<file path="config.mk">
export PLATFORM = sky130hd
export DESIGN_NAME = mccoy_acc_core_p_flat
export DESIGN_NICKNAME = d
export VERILOG_FILES = /design/src/rtl/mccoy_acc_core_p_if.sv /design/src/rtl/mccoy_acc_core_p.sv /design/src/flat_wrapper.sv
export SDC_FILE = /design/constraint.sdc
export NUM_CORES = 1
export LEC_CHECK = 0
export CORE_MARGIN = 1
export CORE_UTILIZATION = 50
export CTS_BUF_LIST = sky130_fd_sc_hd__clkbuf_4 sky130_fd_sc_hd__clkbuf_8
export CTS_CLUSTER_SIZE = 30
export DETAILED_ROUTE_END_ITERATION = 6
export GPL_TIMING_DRIVEN = 0
export HOLD_SLACK_MARGIN = 0.1
export PLACE_DENSITY = 0.76
export REMOVE_ABC_BUFFERS = 1
export SLEW_MARGIN = 10
export SYNTH_ARGS = -nofsm -noshare
export SYNTH_HDL_FRONTEND = slang
export SYNTH_SLANG_ARGS = --single-unit
</file>
<file path="constraint.sdc">
create_clock -name clk -period 3.8 [get_ports clk]
set_clock_uncertainty 0.2 [all_clocks]
set_input_delay 0.57 -clock clk [delete_from_list [all_inputs] [get_ports clk]]
set_output_delay 0.57 -clock clk [all_outputs]
set_load 0.03 [all_outputs]
</file>
<file path="src/rtl/mccoy_acc_core_p_if.sv">
`default_nettype none
// ============================================================================
//  Module   : mccoy_acc_core_p_if
//  Brief    : Instruction-fetch / architectural-state bundle between the
//             McCoy accumulator core and its instruction source.
//  Revision : 1.0  initial parametrised release
// ============================================================================
interface mccoy_acc_core_p_if #(
  parameter int DATA_W = 8,
  parameter int IMM_W  = 3,
  parameter int PC_W   = 6
);
  logic [IMM_W+3:0]  instr;        // {imm, opcode}
  logic              instr_valid;  // 0 stalls the core
  logic              resume;       // leave HALT
  logic [PC_W-1:0]   pc;
  logic [DATA_W-1:0] acc;
  logic              carry;
  logic              halted;

  // Instruction source side (pin wrapper, ROM or testbench)
  modport master (
    output instr, instr_valid, resume,
    input  pc, acc, carry, halted
  );

  // Core side
  modport slave (
    input  instr, instr_valid, resume,
    output pc, acc, carry, halted
  );
endinterface
`default_nettype wire

</file>
<file path="src/rtl/mccoy_acc_core_p.sv">
`default_nettype none
// ============================================================================
//  Module   : mccoy_acc_core_p
//  Brief    : Parametrised single-issue accumulator machine. Executes one
//             externally supplied instruction per clock, with register file,
//             carry flag, conditional branches, valid-based stall and a
//             HALT/resume state machine. Opcodes with instr[3]=0 keep the
//             legacy 3-bit encoding.
//  Revision : 1.0  initial parametrised release
// ============================================================================
module mccoy_acc_core_p #(
  parameter int DATA_W = 8,
  parameter int NREGS  = 8,
  parameter int IMM_W  = 3,
  parameter int PC_W   = 6
) (
  input  wire logic          clk,
  input  wire logic          reset,
  mccoy_acc_core_p_if.slave  bus
);

  localparam int REG_W = $clog2(NREGS);

  localparam logic [3:0] OP_BEZ  = 4'h0;
  localparam logic [3:0] OP_LI   = 4'h1;
  localparam logic [3:0] OP_BNZ  = 4'h2;
  localparam logic [3:0] OP_ADD  = 4'h3;
  localparam logic [3:0] OP_LR   = 4'h4;
  localparam logic [3:0] OP_SUB  = 4'h5;
  localparam logic [3:0] OP_SR   = 4'h6;
  localparam logic [3:0] OP_AND  = 4'h7;
  localparam logic [3:0] OP_XOR  = 4'h8;
  localparam logic [3:0] OP_SHL  = 4'h9;
  localparam logic [3:0] OP_SHR  = 4'hA;
  localparam logic [3:0] OP_HALT = 4'hB;

  localparam logic [PC_W-1:0] c_PC_ONE = {{(PC_W-1){1'b0}}, 1'b1};

  typedef enum logic [0:0] {
    ST_RUN  = 1'b0,
    ST_HALT = 1'b1
  } state_e;

  // Architectural state
  state_e              state_q, state_d;
  logic [PC_W-1:0]     pc_q, pc_d;
  logic [DATA_W-1:0]   acc_q, acc_d;
  logic                carry_q, carry_d;
  logic [DATA_W-1:0]   regs_q [NREGS];
  logic                reg_we_d;

  // Instruction decode
  logic [3:0]          w_op;
  logic [IMM_W-1:0]    w_imm;
  logic [REG_W-1:0]    w_idx;
  logic [DATA_W-1:0]   w_r;
  logic [PC_W-1:0]     w_off;
  logic [DATA_W-1:0]   w_imm_zx;
  logic [PC_W-1:0]     w_pc_inc;
  logic [PC_W-1:0]     w_pc_br;
  logic [DATA_W:0]     w_sum;
  logic [DATA_W:0]     w_diff;

  assign w_op  = bus.instr[3:0];
  assign w_imm = bus.instr[IMM_W+3:4];
  // Upper immediate bits beyond the register index are don't-care for register ops
  assign w_idx = w_imm[REG_W-1:0];
  assign w_r   = regs_q[w_idx];

  // Branch offset: immediate sign-extended (or truncated) to the PC width
  generate
    if (PC_W > IMM_W) begin : g_sext_wide
      assign w_off = {{(PC_W-IMM_W){w_imm[IMM_W-1]}}, w_imm};
    end else begin : g_sext_narrow
      assign w_off = w_imm[PC_W-1:0];
    end
  endgenerate

  // LI operand: immediate zero-extended (or truncated) to the data width
  generate
    if (DATA_W > IMM_W) begin : g_zext_wide
      assign w_imm_zx = {{(DATA_W-IMM_W){1'b0}}, w_imm};
    end else begin : g_zext_narrow
      assign w_imm_zx = w_imm[DATA_W-1:0];
    end
  endgenerate

  // PC arithmetic wraps naturally modulo 2^PC_W
  assign w_pc_inc = pc_q + c_PC_ONE;
  assign w_pc_br  = pc_q + w_off;

  // One extra bit captures carry-out of ADD and borrow of SUB
  assign w_sum  = {1'b0, acc_q} + {1'b0, w_r};
  assign w_diff = {1'b0, acc_q} - {1'b0, w_r};

  // Next-state logic: instruction execution in RUN, resume handling in HALT
  always_comb begin
    state_d  = state_q;
    pc_d     = pc_q;
    acc_d    = acc_q;
    carry_d  = carry_q;
    reg_we_d = 1'b0;

    if (state_q == ST_HALT) begin
      // instr/instr_valid are ignored here; only resume matters
      if (bus.resume) begin
        state_d = ST_RUN;
        pc_d    = w_pc_inc;
      end
    end else if (bus.instr_valid) begin
      pc_d = w_pc_inc;
      case (w_op)
        OP_BEZ:  if (acc_q == '0) pc_d = w_pc_br;
        OP_LI:   acc_d = w_imm_zx;
        OP_BNZ:  if (acc_q != '0) pc_d = w_pc_br;
        OP_ADD:  {carry_d, acc_d} = w_sum;
        OP_LR:   acc_d = w_r;
        OP_SUB:  {carry_d, acc_d} = w_diff;
        OP_SR:   reg_we_d = 1'b1;
        OP_AND:  acc_d = acc_q & w_r;
        OP_XOR:  acc_d = acc_q ^ w_r;
        OP_SHL:  {carry_d, acc_d} = {acc_q, 1'b0};
        OP_SHR:  {acc_d, carry_d} = {1'b0, acc_q};
        OP_HALT: begin
          state_d = ST_HALT;
          pc_d    = pc_q;
        end
        default: ;  // unassigned opcodes behave as NOP
      endcase
    end
  end

  // State, PC, accumulator and carry registers
  always_ff @(posedge clk) begin
    if (reset) begin
      state_q <= ST_RUN;
      pc_q    <= '0;
      acc_q   <= '0;
      carry_q <= 1'b0;
    end else begin
      state_q <= state_d;
      pc_q    <= pc_d;
      acc_q   <= acc_d;
      carry_q <= carry_d;
    end
  end

  // Register file: SR writes land at the edge so a following LR sees them
  always_ff @(posedge clk) begin
    if (reset) begin
      for (int i = 0; i < NREGS; i++) begin
        regs_q[i] <= '0;
      end
    end else if (reg_we_d) begin
      regs_q[w_idx] <= acc_q;
    end
  end

  assign bus.pc     = pc_q;
  assign bus.acc    = acc_q;
  assign bus.carry  = carry_q;
  assign bus.halted = (state_q == ST_HALT);

endmodule
`default_nettype wire

</file>
<file path="src/flat_wrapper.sv">
// flat-port wrapper written by rule: the top's interface ports become plain ports
module mccoy_acc_core_p_flat 
#(
  parameter int DATA_W = 8,
  parameter int NREGS  = 8,
  parameter int IMM_W  = 3,
  parameter int PC_W   = 6
)
  (clk, reset, bus_instr, bus_instr_valid, bus_resume, bus_pc, bus_acc, bus_carry, bus_halted);
  mccoy_acc_core_p_if #(.DATA_W(DATA_W), .IMM_W(IMM_W), .PC_W(PC_W)) bus_i ();
  input  wire logic clk;
  input  wire logic reset;
  input wire logic [$bits(bus_i.instr)-1:0] bus_instr;
  input wire logic [$bits(bus_i.instr_valid)-1:0] bus_instr_valid;
  input wire logic [$bits(bus_i.resume)-1:0] bus_resume;
  output wire logic [$bits(bus_i.pc)-1:0] bus_pc;
  output wire logic [$bits(bus_i.acc)-1:0] bus_acc;
  output wire logic [$bits(bus_i.carry)-1:0] bus_carry;
  output wire logic [$bits(bus_i.halted)-1:0] bus_halted;
  assign bus_i.instr = bus_instr;
  assign bus_i.instr_valid = bus_instr_valid;
  assign bus_i.resume = bus_resume;
  assign bus_pc = bus_i.pc;
  assign bus_acc = bus_i.acc;
  assign bus_carry = bus_i.carry;
  assign bus_halted = bus_i.halted;
  mccoy_acc_core_p #(.DATA_W(DATA_W), .NREGS(NREGS), .IMM_W(IMM_W), .PC_W(PC_W)) u_core (.clk(clk), .reset(reset), .bus(bus_i));
endmodule
</file>
---- After elaboration in Yosys (flattened, before gate mapping) ----
Memory sizes are Yosys's and may differ from the RTL's.
Cells that the tools add are included.
Widths: inputs -> output; s select.
storage, ports and cells
  flip-flop bits (word level) ............. 16
  RAM bits ................................ 64
  input port bits ......................... 11
  output and inout port bits .............. 16
  memories ................................ 1
cells by class
  $add $sub $neg .......................... 4
  eq/ne operators ......................... 13
  muxes and demuxes ....................... 23
  bitwise gates (word level) .............. 3
  reductions and logical operators ........ 10
memories
  memory         words  width  read ports  clocked after Yosys merged registers in  write ports  RTL line                source
  u_core.regs_q  8      8      1           0                                        8            mccoy_acc_core_p.sv:49  logic [DATA_W-1:0] regs_q [NREGS];
operators with widths
  kind                 number
  $pmux 8 s8           1
  $mux 6               5
  $pmux 6 s3           1
  $eq 4x3->1 const B   4
  $eq 4x4->1 const B   4
  $reduce_bool 8->1    2
  $mux 1               13
  $add 8x8->9          1
  $reduce_and 3->1     3
  $sub 8x8->9          1
  $and 8x8->8          1
  $eq 4x2->1 const B   2
  $logic_not 8->1      1
  $mux 8               1
  $reduce_or 8->1      1
  $xor 8x8->8          1
  $add 6x1->6 const B  1
  $add 6x6->6          1
  $eq 4x1->1 const B   1
  $logic_not 4->1      1
  $pmux 1 s4           1
  $reduce_bool 4->1    1
  $mux 3               1
  $ne 2x1->1 const B   1
  3 further kinds      3

---- Longest topological paths before layout ----
Gate-level depths: netlist (run 1).
  depth in word-level cells ............... 9
  depth in mapped cells ................... 15
  depth with buffers taken out ............ 13

---- Worst setup path after synthesis (run 1) ----
Ideal clock, no wire load.
  kind .................................... input port to flip-flop
  from .................................... in bus_instr[4]
  to ...................................... reg u_core.acc_q[7] (netlist: u_core.bus.acc[7])
  arrival time ............................ 3.660 ns
  setup slack ............................. -0.192 ns
  cell stages on the path ................. 12
  buffers on the path ..................... 3
  cell sequence ........................... buf_2 > clkbuf_1 > clkbuf_1 > o21ai_0 > a221oi_1 > ha_1 > nand2b_1 > a2111oi_0 > a211oi_1 > mux2i_1 > a221oi_1 > a311oi_1
between the ends
  cells in the longest elaborated chain, start to end .. 3
  elaborated cells between the ends (all ways) .. 6
ends and longest elaborated chain
  element                              RTL line                 source
  from (decl)                          flat_wrapper.sv:13       input wire logic [$bits(bus_i.instr)-1:0] bus_instr;
  $mem_v2 8x8 (*)                      n/a
  $sub 8x8->9 (tied with other cells)  mccoy_acc_core_p.sv:94   assign w_diff = {1'b0, acc_q} - {1'b0, w_r};
  $pmux 8 s8 (*)                       mccoy_acc_core_p.sv:112  case (w_op)
  to (signal assigned)                 mccoy_acc_core_p.sv:138  acc_q <= '0;
  to (signal assigned)                 mccoy_acc_core_p.sv:143  acc_q <= acc_d;
  to (decl)                            mccoy_acc_core_p.sv:47   logic [DATA_W-1:0] acc_q, acc_d;
Every way passes the cells marked *; elsewhere a longest branch is shown, timed or not.
A chain may end at the register's enable or synchronous reset.

---- Worst setup path after layout (run 1) ----
Ends and elaborated chain as after synthesis.

==> results.txt, run 1 <==
----------------------------------------------------
[Outcome]
  Outcome ... finished, violations left
  Violated checks ... negative setup slack

[STA]
  Final setup TNS ... -11.4 ps
  Final hold viol count ... 0
  Final setup violating endpoints ... 1
  Final worst path period share ... 1.00
  Final number of max-transition violations ... 0
  Max-Slew Margin vs Limit ... 0.258
  Tmin final ... 3810 ps
  Slew at the pin closest to its max-slew limit ... 1100 ps
  Achievable frequency ... 262 MHz
  Fin worst setup slack ... -11.4 ps

[Floorplanning]
  Chip Width ... 106 um
  Core Box Area ... 0.0104 mm2
  Number of ports placed on the die boundary ... 27
  Die Y ... 106 um
  Num rows ... 37
  Effective utilization at floorplan ... 0.518
  Area of the die ... 0.0112 mm2

[Power and ir drop]
  Leak pwr ... 0.00212 uW
  Pwr/cell area ... 340 mW/mm2
  Peak VDD IR ... 0.000160 V

[Min path]
  Hold path startpoint ... u_core.bus.carry$_SDFFE_PP0P_
  Worst min path class ... reg -> reg
  Hold path endpoint ... u_core.bus.carry$_SDFFE_PP0P_
  Depth of the worst hold-timing path ... 2

[Global routing]
  Number of global-route vias before repair ... 4,288
  Antenna violations before repair ... 0
  First-pass GRT wire length ... 22.9 mm
  Total track usage ... 0.268
  Aggregate global routing overflow ... 0
  Maximum number of pins on one net before global-route repair ... 36

[Clocking]
  H-tree levels ... 3
  Clock Sink Count ... 80
  # hold bufs at CTS ... 0
  Reg clk slew, reported paths ... 90 ps
  Max clock buf depth ... 2
  Post-CTS Repair Setup Buffers ... 0
  CTS tree ... yes
  Clock network latency to the later pin of the worst-skew pair ... 350 ps
  CTS root buf ... clkbuf_8
  Number of CTS-inserted buffers ... 9

[Cells and area]
  Antenna diode instance count ... 0
  Final standard cell area without fillers ... 0.00592 mm2
  Top library cells by usage in the layout, fill and taps aside ... edfxtp_1, and2_1, o21ai_0
  Fraction of final layout cells with drive strength greater than 1 ... 0.103
  P&R area growth vs syn ... 10.2%
  Most common cell after layout, fill and taps aside ... edfxtp_1
  Net total in the final layout ... 587

[Worst setup path]
  Beginning of the critical path ... bus_instr[4]
  Reg-to-reg endpoint ... u_core.bus.acc[7]$_SDFFE_PP0P_
  Crit path max-delay cell type ... mux4_2
  Crit-path leading delay family ... compound AO/OA/AOI/OAI gates
  CP bufs+invs ... 1
  CP peak stage delay ... 600 ps
  CP Cell Sequence ... buf_6 -> mux4_2 -> mux2i_1 -> ha_1 -> nor2b_1 -> a2111oi_2 -> a211oi_1 -> mux2i_1 -> a221oi_1 -> a311oi_1
  Startpoint-to-endpoint class of the critical path ... in -> reg
  Worst r2r src ... u_core.regs_q[5][2]$_SDFFCE_PN0P_
  Logic depth of the worst register-to-register path ... 9
  Critical path capture point type ... register
  Required time worst endpoint ... 3810 ps
  Cell type with the highest occurrence count on the critical path ... mux2i_1
  Crit start category ... primary input
  Arr. time, crit path ... 3820 ps
  Reg-to-reg setup timing slack ... 180 ps
  Worst Path Max Fanout ... 30

[Drt]
  Wire per inst ... 20.6 um
  Post-route ant nets ... 0
  DRC ... 0
  Avg Vias per Cell ... 6.42
  Total vias in the final route ... 4,419
  Final wirelength ... 14.2 mm
  First-pass DRT Iterations ... 6
  Count of routing violations after the opening detailed-route iteration ... 367

[Logic synthesis]
  Seq/Total Area, Yosys ... 0.418
  Number of flip-flops and latches in the synthesized netlist ... 80
  Warning count from the yosys run ... 0
  Cell Area, Synth ... 0.00537 mm2
  Async set-reset flop share out of synthesis ... 0
  Count of flip-flops with a built-in enable after synthesis ... 64
  Most used DFF post-synth ... edfxtp_1
  Post-Synthesis Cells ... 545
  Synth unique cells ... 65
  Synth Area per Inst ... 9.85 um2

[Place]
  Final HPWL from detailed placement ... 9.56 mm
  Count of input and output buffers ... 26
  Placed Instance Area ... 0.00566 mm2
  Final weighted congestion of routability-driven global placement ... 0.955

[Flow run]
  Number of maximum-capacitance constraint violations ... 0

----------------------------------------------------
## report_power, final
part | switching, uW | total [uW] | internal [uW]
clock network | 345 | 588 | 243
registers | 36.9 | 1010 | 973
logic | 258 | 414 | 156
total | 640 | 2010 | 1370
## cell usage after synthesis, types with 7 or more instances
cell | instances | share of area
nand3_1 | 12 | 0.011
nor2b_1 | 20 | 0.023
mux4_2 | 7 | 0.029
and2_1 | 58 | 0.068
nor3_1 | 19 | 0.018
inv_1 | 18 | 0.013
ha_1 | 26 | 0.061
o21ai_0 | 43 | 0.040
nand2b_1 | 8 | 0.0093
mux2i_1 | 12 | 0.022
o211ai_1 | 7 | 0.0098
clkbuf_1 | 28 | 0.020
a221oi_1 | 8 | 0.013
a21oi_1 | 18 | 0.017
nor2_1 | 27 | 0.019
a211oi_1 | 8 | 0.011
dfxtp_1 | 16 | 0.060
edfxtp_1 | 64 | 0.36
nand2_1 | 31 | 0.022
## registers in the layout, summed over array words and instances, names as in the netlist
signal             flops
u_core.bus.acc         8
u_core.bus.carry       1
u_core.bus.halted      1
u_core.bus.pc          6
u_core.regs_q         64
## how the worst max path moves through the flow
stage	to	slack, ps	cells past startpoint
floorplan	u_core.bus.acc[7]$_SDFFE_PP0P_	500	11
global placement	u_core.bus.acc[7]$_SDFFE_PP0P_	-1930	11
detailed placement	u_core.bus.acc[7]$_SDFFE_PP0P_	-1710	12
CTS	u_core.bus.carry$_SDFFE_PP0P_	4	13
global route	u_core.bus.acc[7]$_SDFFE_PP0P_	-0.6	12
finish	u_core.bus.acc[7]$_SDFFE_PP0P_	-10	10
## area by class of cell
cell class / instances / area [um2]
Sequential cell: 80 / 2240
Clock buffer: 9 / 124
Tap cell: 136 / 170
Inverter: 20 / 75.1
Timing Repair Buffer: 26 / 253
Fill cell: 915 / 4450
Clock inverter: 7 / 55.1
Multi-Input combinational cell: 410 / 3000
## routing by layer
| metal | part of all wire | GRT usage | up-vias |
|---|---|---|---|
| met5 | 0 | 0 | - |
| met4 | 0.022 | 0.0813 | 0 |
| met3 | 0.078 | 0.0581 | 35 |
| met2 | 0.47 | 0.430 | 215 |
| met1 | 0.43 | 0.364 | 2112 |
| li1 | - | - | 2057 |
## tightest hold or removal path, cell delays in order (launching register included)
cell and delay [ps]:
dfxtp_1 320, nand3_1 60, o41ai_1 60
## stage by stage
| stage | instances | setup slack, ps | hold slack, ps | utilization | power, uW |
|---|---|---|---|---|---|
| CTS | 688 | 4.24 | 280 | 0.568 | 2010 |
| finish | 688 | -11.4 | 276 | 0.570 | 2010 |
| global placement | 672 | -1930 | 263 | 0.546 | 1410 |
| global route | 688 | -0.580 | 302 | 0.570 | 2100 |
| detailed placement | 672 | -1710 | 261 | 0.546 | 1420 |
| floorplan | 510 | 498 | 391 | - | 1270 |
## kinds of logic (layout without fill, tap and decap cells)
family / count (synthesis) / after routing / synth area share
and+or+nand+nor: 207 / 207 / 0.214
AOI/OAI and AO/OA: 147 / 147 / 0.191
DFF: 80 / 80 / 0.418
buffers and inverters: 55 / 62 / 0.0389
adders and majority gates: 29 / 29 / 0.0718
muxes: 24 / 24 / 0.0622
xor gates and xnor gates: 3 / 3 / 0.00489
## repair_timing
item / 4_1_cts / 5_1_grt
gates resized for setup: 27 / 11
endpoints found under the setup margin: 87 / 45
endpoints found under the hold margin: 0 / 0
Power figures use the tool's default switching activity.
==> run 2, diff against run 1 <==
--- a/config.mk
+++ b/config.mk
@@ -8,7 +8,7 @@
 export CORE_MARGIN = 1
 export CORE_UTILIZATION = 50
 export CTS_BUF_LIST = sky130_fd_sc_hd__clkbuf_4 sky130_fd_sc_hd__clkbuf_8
-export CTS_CLUSTER_SIZE = 30
+export CTS_CLUSTER_SIZE = 25
 export DETAILED_ROUTE_END_ITERATION = 6
 export GPL_TIMING_DRIVEN = 0
 export HOLD_SLACK_MARGIN = 0.1
==> results of run 2 <==
Same layout as run 1: the final DEF is identical, and so are final timing and power.
==> run 3, diff against run 2 <==
--- a/config.mk
+++ b/config.mk
@@ -6,13 +6,13 @@
 export NUM_CORES = 1
 export LEC_CHECK = 0
 export CORE_MARGIN = 1
-export CORE_UTILIZATION = 50
+export CORE_UTILIZATION = 30
 export CTS_BUF_LIST = sky130_fd_sc_hd__clkbuf_4 sky130_fd_sc_hd__clkbuf_8
 export CTS_CLUSTER_SIZE = 25
 export DETAILED_ROUTE_END_ITERATION = 6
 export GPL_TIMING_DRIVEN = 0
 export HOLD_SLACK_MARGIN = 0.1
-export PLACE_DENSITY = 0.76
+export PLACE_DENSITY = 0.52
 export REMOVE_ABC_BUFFERS = 1
 export SLEW_MARGIN = 10
 export SYNTH_ARGS = -nofsm -noshare
==> run 3 against run 2 <==
Net effect: the run now ends clean; fmax increased by 1.5%; via count decreased by 2.1%; power increased by 0.68%; core utilization decreased by 22 points; sequential power about the same; clock power increased by 1%.
==> results.txt, run 3 (synthesized netlist as in run 1, its figures left out) <==
----------------------------------------------------
[Outcome]
  Outcome ... complete, no violations

[Global routing]
  First-pass GRT wire length ... 24.6 mm (+7.5%)
  Maximum number of pins on one net before global-route repair ... 36 (unchanged)
  Total track usage ... 0.178 (-0.0897)
  Aggregate global routing overflow ... 0 (unchanged)
  Number of global-route vias before repair ... 4,251 (-0.86%)
  Antenna violations before repair ... 0 (unchanged)

[Drt]
  Final wirelength ... 15.7 mm (+11%)
  Total vias in the final route ... 4,325 (-2.1%)
  Post-route ant nets ... 0 (unchanged)
  DRC ... 0 (unchanged)
  Avg Vias per Cell ... 5.56 (-13%)
  Wire per inst ... 20.2 um (-2.0%)
  Count of routing violations after the opening detailed-route iteration ... 292 (-20%)
  First-pass DRT Iterations ... 5 (-1)

[Place]
  Final weighted congestion of routability-driven global placement ... 0.870 (-8.9%)
  Count of input and output buffers ... 26 (unchanged)
  Number of placed instances, taps included ... 762 (+13%)
  Final HPWL from detailed placement ... 10.6 mm (+11%)

[STA]
  Final setup violating endpoints ... 0 (-1)
  Final hold viol count ... 0 (unchanged)
  Final number of max-transition violations ... 0 (unchanged)
  Final worst path period share ... 0.988 (-0.0153)
  Max-Slew Margin vs Limit ... 0.345 (+0.0862)
  Slew at the pin closest to its max-slew limit ... 977 ps (-121 ps)
  Achievable frequency ... 266 MHz (+1.5%)
  RSZ-0062 raised after global routing ... no
  Tmin final ... 3750 ps (-58.0 ps)

[Worst setup path]
  Required time worst endpoint ... 3650 ps (-160 ps)
  CP peak stage delay ... 770 ps (+170 ps)
  Crit path max-delay cell type ... clkdlybuf4s50_1
  Cell type with the highest occurrence count on the critical path ... nand2_1
  Worst Path Max Fanout ... 17 (-43%)
  Crit start category ... primary input
  Critical path capture point type ... register
  Crit-path leading delay family ... simple AND/OR/NAND/NOR gates
  Startpoint-to-endpoint class of the critical path ... in -> reg
  CP bufs+invs ... 1 (unchanged)
  Reg-to-reg setup timing slack ... 400 ps (+220 ps)
  CP Cell Sequence ... clkdlybuf4s50_1 -> nor2b_4 -> nand2_1 -> nor3_1 -> nand2_1 -> nor3_2 -> or2_2
  Arr. time, crit path ... 3610 ps (-210 ps)

[Cells and area]
  Net total in the final layout ... 588 (+0.17%)
  Fraction of final layout cells with drive strength greater than 1 ... 0.108 (+0.00524)
  P&R area growth vs syn ... 12.4%
  Non-Filler Instances ... 778 (+13%)
  Antenna diode instance count ... 0 (unchanged)
  Register with the most flip-flops ... u_core.regs_q
  Utilization after layout ... 0.348 (-0.223)
  Sequential cell area ... 0.00224 mm2 (unchanged)
  Most common cell after layout, fill and taps aside ... edfxtp_1
  Top library cells by usage in the layout, fill and taps aside ... edfxtp_1, and2_1, o21ai_0
  Combined area of the multi-input logic cells ... 0.00301 mm2 (+0.33%)
  Filler cell count ... 1,753 (+92%)
  Number of flip-flops in the largest register ... 64 (unchanged)

[Floorplanning]
  Effective utilization at floorplan ... 0.309 (-0.208)
  Number of ports placed on the die boundary ... 27 (unchanged)
  Chip Width ... 136 um (+29%)
  Die Y ... 136 um (+29%)
  Core Box Area ... 0.0174 mm2 (+67%)
  Area of the die ... 0.0184 mm2 (+65%)
  Num rows ... 48 (+30%)

[Clocking]
  Number of CTS-inserted buffers ... 9 (unchanged)
  Reg clk slew, reported paths ... 100 ps (about the same)
  H-tree levels ... 3 (unchanged)
  Post-CTS Repair Setup Buffers ... 0 (unchanged)
  Clock Sink Count ... 80 (unchanged)
  CTS root buf ... clkbuf_8
  Max clock buf depth ... 2 (unchanged)
  CTS tree ... yes
  Clock network latency to the later pin of the worst-skew pair ... 380 ps (+30 ps)

[Power and ir drop]
  Total Power ... 2030 uW (+0.68%)
  Peak VDD IR ... 0.000151 V (-5.3%)
  Leak pwr ... 0.00214 uW (+0.68%)
  Pwr/cell area ... 336 mW/mm2 (-1.3%)

[Flow run]
  Number of maximum-capacitance constraint violations ... 0 (unchanged)

[Min path]
  Worst min path class ... reg -> reg

----------------------------------------------------
## run 3: changes by cell type in the layout (fill, tap and decap cells not counted), sizes merged
cell         previous run  this run
buf                     2         3
clkbuf                 11        13
clkinv                  1         3
clkinvlp                4         1
dlygate4sd2             2         1
## run 3: cell type report
cell class,count,area share
multi-input combinational,410,0.498
sequential,80,0.371
tap,225,0.0466
timing repair buffer,27,0.0425
clock buffer,10,0.0218
inverter,20,0.0124
clock inverter,6,0.00705
## run 3: path summary, 6_finish.rpt
kind              cells after the start                              start                                 to
setup reg to reg                      9  u_core.regs_q[4][2]$_SDFFCE_PN0P_     u_core.bus.acc[7]$_SDFFE_PP0P_
hold / removal                        2      u_core.bus.carry$_SDFFE_PP0P_      u_core.bus.carry$_SDFFE_PP0P_
hold reg to reg                       2      u_core.bus.carry$_SDFFE_PP0P_      u_core.bus.carry$_SDFFE_PP0P_
setup / recovery                      7                       bus_instr[3]  u_core.regs_q[4][4]$_SDFFCE_PN0P_
## run 3: worst min-delay path: stages (launching register included)
cell and delay (ps):
dfxtp_1 320, nand3_1 60, o41ai_1 60
## run 3: per-layer routing
metal,GRT usage,part of all wire,routed length (um)
met2,0.291,0.48,7520
met3,0.0337,0.035,548
met1,0.239,0.47,7460
met4,0.0481,0.013,210
met5,0,0,0
## run 3: power breakdown
part           leakage (uW)  switching, uW  internal, uW  total (uW)
Combinational       0.00126            262           157         419
Sequential         0.000791           38.0           973        1010
Clock             0.0000881            348           247         595
## run 3: through the flow
step,setup WS (ps),hold slack [ps],cell area (um2),TNS [ps]
after detailed placement,-1800,265,5790,-79810
final,46.6,275,6040,0
after CTS,23.3,278,6000,0
after global placement,-2300,262,5780,-103580
after global routing,18.8,299,6040,0
after floorplan,498,391,5240,0
## run 3: repair_timing
item                                    4_1_cts  5_1_grt
gates cloned                                  0        0
endpoints found under the setup margin       79       62
resized for setup                            23       13
hold buffers                                  0        0
